===== src/rtl/if_fetch_queue.sv =====
// Instruction-fetch front end: PC generator, credit-limited request issue and in-order prefetch queue.
// Optional statistics counters are enabled by defining IF_FETCH_QUEUE_STATS_EN.
module if_fetch_queue #(
    parameter logic [31:0] RESET_ADDR      = 32'h0000_0000,
    parameter int unsigned QUEUE_DEPTH     = 4,
    parameter int unsigned MAX_OUTSTANDING = 2
) (
    input  logic        i_clk,
    input  logic        i_rst_n,
    input  logic        i_redirect,
    input  logic [31:0] i_redirect_target,
    output logic        o_req_valid,
    output logic [31:0] o_req_addr,
    input  logic        i_req_ready,
    input  logic        i_rsp_valid,
    input  logic [31:0] i_rsp_rdata,
    input  logic        i_rsp_err,
    output logic        o_inst_valid,
    output logic [31:0] o_inst,
    output logic [31:0] o_inst_pc,
    output logic        o_inst_fault,
    input  logic        i_inst_ready,
`ifdef IF_FETCH_QUEUE_STATS_EN
    output logic [31:0] o_stat_drop_cnt,
    output logic [31:0] o_stat_starve_cnt,
`endif
    output logic        o_busy
);

    localparam int unsigned PW = $clog2(QUEUE_DEPTH);
    localparam int unsigned CW = $clog2(QUEUE_DEPTH + 1);
    localparam int unsigned SW = CW + 1;
    localparam logic [31:0] NOP = 32'h0000_0013;

    logic [31:0]   r_pc;
    logic [31:0]   r_rsp_pc;
    logic [CW-1:0] r_outstanding;
    logic [CW-1:0] r_drop_cnt;
    logic [CW-1:0] r_count;
    logic [PW-1:0] r_rd_ptr;
    logic [PW-1:0] r_wr_ptr;
    logic          r_halted;

    logic [31:0]   r_mem_data [QUEUE_DEPTH];
    logic [31:0]   r_mem_pc   [QUEUE_DEPTH];
    logic          r_mem_err  [QUEUE_DEPTH];

    logic [31:0]   w_redirect_pc;
    logic [SW-1:0] w_inflight;
    logic          w_fire;
    logic          w_rsp_ok;
    logic          w_push;
    logic          w_pop;
    logic          w_unused_tgt;

    assign w_redirect_pc = {i_redirect_target[31:2], 2'b00};
    assign w_unused_tgt  = ^i_redirect_target[1:0];
    assign w_inflight    = {1'b0, r_count} + {1'b0, r_outstanding};

    // Credit check reserves a queue slot for every in-flight word, so pushes never overflow.
    // Gating with i_rst_n keeps the request deasserted while reset is held.
    assign o_req_valid = i_rst_n && !i_redirect && !r_halted
                         && (r_outstanding < CW'(MAX_OUTSTANDING))
                         && (w_inflight < SW'(QUEUE_DEPTH));
    assign o_req_addr  = r_pc;
    assign w_fire      = o_req_valid && i_req_ready;

    // A response with nothing outstanding is a protocol violation and is ignored.
    assign w_rsp_ok = i_rsp_valid && (r_outstanding != '0);
    assign w_push   = w_rsp_ok && (r_drop_cnt == '0) && !i_redirect;
    assign w_pop    = o_inst_valid && i_inst_ready && !i_redirect;

    always_ff @(posedge i_clk or negedge i_rst_n) begin
        if (!i_rst_n) begin
            r_pc          <= RESET_ADDR;
            r_rsp_pc      <= RESET_ADDR;
            r_outstanding <= '0;
            r_drop_cnt    <= '0;
            r_count       <= '0;
            r_rd_ptr      <= '0;
            r_wr_ptr      <= '0;
            r_halted      <= 1'b0;
        end else begin
            r_outstanding <= r_outstanding + CW'(w_fire) - CW'(w_rsp_ok);
            if (i_redirect) begin
                r_pc       <= w_redirect_pc;
                r_rsp_pc   <= w_redirect_pc;
                r_halted   <= 1'b0;
                r_drop_cnt <= r_outstanding - CW'(w_rsp_ok);
                r_count    <= '0;
                r_rd_ptr   <= '0;
                r_wr_ptr   <= '0;
            end else begin
                if (w_fire) begin
                    r_pc <= r_pc + 32'd4;
                end
                if (w_rsp_ok && (r_drop_cnt != '0)) begin
                    r_drop_cnt <= r_drop_cnt - 1'b1;
                end
                if (w_push) begin
                    r_wr_ptr <= r_wr_ptr + 1'b1;
                    r_rsp_pc <= r_rsp_pc + 32'd4;
                    if (i_rsp_err) begin
                        r_halted <= 1'b1;
                    end
                end
                if (w_pop) begin
                    r_rd_ptr <= r_rd_ptr + 1'b1;
                end
                r_count <= r_count + CW'(w_push) - CW'(w_pop);
            end
        end
    end

    always_ff @(posedge i_clk) begin
        if (w_push) begin
            r_mem_data[r_wr_ptr] <= i_rsp_rdata;
            r_mem_pc[r_wr_ptr]   <= r_rsp_pc;
            r_mem_err[r_wr_ptr]  <= i_rsp_err;
        end
    end

    always_comb begin
        o_inst_valid = (r_count != '0);
        o_inst       = NOP;
        o_inst_pc    = '0;
        o_inst_fault = 1'b0;
        if (o_inst_valid) begin
            o_inst       = r_mem_data[r_rd_ptr];
            o_inst_pc    = r_mem_pc[r_rd_ptr];
            o_inst_fault = r_mem_err[r_rd_ptr];
        end
    end

    assign o_busy = (r_outstanding != '0);

`ifdef IF_FETCH_QUEUE_STATS_EN
    logic [31:0] r_stat_drop;
    logic [31:0] r_stat_starve;
    logic        w_discard;

    // Same-cycle response on a redirect is discarded along with the drop_cnt backlog.
    assign w_discard = w_rsp_ok && (i_redirect || (r_drop_cnt != '0));

    always_ff @(posedge i_clk or negedge i_rst_n) begin
        if (!i_rst_n) begin
            r_stat_drop   <= '0;
            r_stat_starve <= '0;
        end else begin
            if (w_discard && (r_stat_drop != '1)) begin
                r_stat_drop <= r_stat_drop + 32'd1;
            end
            if ((r_count == '0) && !i_redirect && (r_stat_starve != '1)) begin
                r_stat_starve <= r_stat_starve + 32'd1;
            end
        end
    end

    assign o_stat_drop_cnt   = r_stat_drop;
    assign o_stat_starve_cnt = r_stat_starve;
`endif

endmodule

===== config.mk =====
export PLATFORM = sky130hd
export DESIGN_NAME = if_fetch_queue
export DESIGN_NICKNAME = d
export VERILOG_FILES = /design/src/rtl/if_fetch_queue.sv
export SDC_FILE = /design/constraint.sdc
export NUM_CORES = 1
export LEC_CHECK = 0
export BUFFER_PORTS_ARGS = -buffer_cell sky130_fd_sc_hd__buf_4
export CORE_AREA = 2 2 158 160
export CTS_CLUSTER_SIZE = 20
export DETAILED_ROUTE_END_ITERATION = 10
export DIE_AREA = 0 0 160 162
export GPL_ROUTABILITY_DRIVEN = 0
export HOLD_SLACK_MARGIN = 0.06
export PLACE_DENSITY_LB_ADDON = 0.25
export SYNTH_ARGS = -nofsm -noshare
export SYNTH_HDL_FRONTEND = slang
export SYNTH_SLANG_ARGS = --single-unit

===== constraint.sdc =====
create_clock -name i_clk -period 3.85 [get_ports i_clk]
set_input_delay 0 -clock i_clk [delete_from_list [all_inputs] [get_ports i_clk]]
set_output_delay 0 -clock i_clk [all_outputs]
set_load 0.05 [all_outputs]

==> qor.yml <==
outcome:
  outcome: "complete, no violations"
synthesis:
  yosys_most_used_dff: "edfxtp_1"
  synth.most_common_cell: "edfxtp_1"
  yosysUniqueCellTypes: 60
  ys_async_sr_fraction_pct: 22.7
  syn_area_mm2: 0.0139
  synth_top_area_share_pct: 54.4
  synth_top_area_cell: "edfxtp_1"
  syn-instance-count: 864
  synth_commonest_cells: "edfxtp_1 (252), dfrtp_1 (74), and2_1 (69), mux4_2 (63), nand2_1 (46)"
  synth_area_leaders: "edfxtp_1 (54%), dfrtp_1 (13%), mux4_2 (10%), and2_1 (3.1%), xnor2_1 (1.8%)"
  ys_seq_area_share_pct: 67.7
  synth_warnings: 0
  avgSynthCellArea_um2: 16.1
  synth_edf_count: 252
  ys_seq_elements: 326
clock_network:
  clock_sinks: 326
  clockBufferDepth: 3
  root_buffer: "clkbuf_16"
  worstSkewPairLatency_ns: 0.54
  cts_tree: "yes"
  h-tree-depth: 1
  path_clk_slew_ns: 0.07
  numCtsBuffers: 31
power:
  ir_drop_v: 0.000448
  p_per_area_mw_per_mm2: 655
  p_leak_nw: 6.22
  power.total_mw: 11.3
sta:
  finalHoldViolCount: 0
  fin_setup_tns_ns: 0
  timing.fmax_mhz: 340
  fin_crit_sh_pct: 76.5
  finalSetupViolCount: 0
  max-slew-margin-rel_pct: 35.1
  worst_slew_pin_slew_ns: 0.974
  slew_violations: 0
  skew_ns: 0.00872
  layout_min_cycle_time_ns: 2.94
  rsz0062_at_grt: "false"
worst_setup_path:
  worst-path-max-fanout: 11
  cp.required_ns: 4.27
  cp-end-kind: "flip-flop"
  rr_worst_depth: 7
  r2r-start: "r_rsp_pc[2]"
  worstSetupPathType: "reg -> reg"
  cp-start-kind: "flip-flop"
  r2r-end: "r_rsp_pc[28]"
  worstPathArrival_ns: 3.37
  r2r_slack_ns: 0.91
route:
  drcViolationCount: 0
  routedWlPerCell_um: 19.5
  num_vias: 8167
  drt_iter0_drc: 715
  wl_mm: 28.2
  drt_first_pass_iters: 5
  postRouteAntennaNets: 0
  vias_per_cell: 5.64
cells_and_area:
  diodes: 0
  area.sequential_mm2: 0.00942
  multi_input_area_mm2: 0.00419
  fill_cells: 1593
  post-route-util_pct: 71.3
  layout-area-overhead-vs-synth_pct: 23.6
  layout.nets: 1189
  drive_gt1_share_pct: 28.3
global_routing:
  grt.total_usage_pct: 22.0
  grt_first_pass_wirelength_mm: 45.2
  grt_pass1_vias: 8338
  antenna_found_initial: 0
  grt_max_degree: 64
  globalRouteOverflowTotal: 0
worst_hold_path:
  hold_depth: 4
  worstHoldStart: "i_req_ready"
  hold_class: "in -> reg"
  hold_path_end: "o_req_addr[2]"
die:
  die_width_um: 160
  io_pins: 171
  start_util_pct: 57.7
  dieArea_mm2: 0.0259
  die_y_um: 162
  rows: 57
  coreArea_mm2: 0.0241
flow_run:
  drv_cap: 0
placement:
  portBuffers: 164
  post-dp-hpwl_mm: 16.7
[metal layers]
metal / part of all wire [%] / up-vias / GRT usage, %
li1: - / 3785 / -
met1: 44 / 4078 / 31.8
met2: 48 / 267 / 36.9
met3: 5.4 / 37 / 2.73
met4: 1.7 / 0 / 4.83
met5: 0 / - / 0
[how the worst max path moves through the flow]
stage / startpoint / end / slack, ns / cells past startpoint
4_1_cts: r_rsp_pc[2] / r_rsp_pc[28] / 0.91 / 7
2_1_floorplan: r_outstanding[2] / r_mem_data[0][0] / 0.79 / 3
3_5_place_dp: r_count[2] / r_count[2] / 1.24 / 11
5_1_grt: r_rsp_pc[2] / r_rsp_pc[28] / 0.73 / 7
3_3_place_gp: r_count[2] / r_count[2] / 1.28 / 11
6_report: r_rsp_pc[2] / r_rsp_pc[28] / 0.91 / 7
[worst max-delay path, cell delays in order (launching register included)]
cell and delay [ns]:
dfrtp_1 0.51, ha_1 0.24, and4_1 0.29, nand4_1 0.53, nor4b_2 0.45, xnor2_1 0.17, o21ai_1 0.07, dlygate4sd3_1 0.57
[power by group]
group	internal (mW)	switching, mW	total (mW)
sequential	4.02	0.274	4.30
combinational	1.41	2.54	3.95
clock	1.75	1.27	3.01
[final cells by class]
class                           count  share of cell area [%]
Multi-Input combinational cell    471                    24.4
Tap cell                          324                    2.36
Clock inverter                     24                    1.38
Timing Repair Buffer              245                    12.0
Clock buffer                       33                    4.55
Inverter                           24                   0.538
Sequential cell                   326                    54.8
[layout by cell type, fill, tap and decap left out, drive strengths merged, types with 12 or more instances in the layout]
cell,instances
a21oi,12
and2,71
buf,171
clkbuf,33
clkinv,14
dfrtp,74
dlygate4sd3,74
edfxtp,252
ha,17
inv,26
mux4,63
nand2,47
nand3,28
nand4,22
nor2,24
nor3,18
o211ai,18
o21ai,33
xnor2,29
xor2,13
[cell families after synthesis]
logic type	count (synthesis)	share of synthesized area, %
muxes	72	10.9
buffers and inverters	70	2.29
other	1	0.0270
AOI/OAI and AO/OA	86	3.95
DFF	326	67.7
xor gates and xnor gates	42	2.64
adders and majority gates	19	1.82
and+or+nand+nor	248	10.6
[flip-flops by register name, indices dropped and copies added, names as in the netlist]
| register | cells |
|---|---|
| r_count | 3 |
| r_rsp_pc | 30 |
| r_mem_pc | 120 |
| r_drop_cnt | 3 |
| o_req_addr | 30 |
| r_mem_err | 4 |
| r_outstanding | 3 |
| r_rd_ptr | 2 |
| r_halted | 1 |
| r_wr_ptr | 2 |
| r_mem_data | 128 |
[metrics by stage]
step                      hold slack, ns  cells  area, um2  setup WS [ns]
after floorplan                   -0.296    867      13900          0.792
after global placement           0.00684   1315      15400           1.28
after detailed placement         0.00997   1315      15400           1.24
after CTS                          0.123   1447      17200          0.911
after global routing               0.173   1447      17200          0.733
final                              0.135   1447      17200          0.906
[repair_timing]
item,4_1_cts,5_1_grt
setup buffers,0,0
endpoints found under the hold margin,275,0
resized for setup,0,0
endpoints found under the setup margin,0,0
hold buffers,75,0
Power figures use the tool's default switching activity.
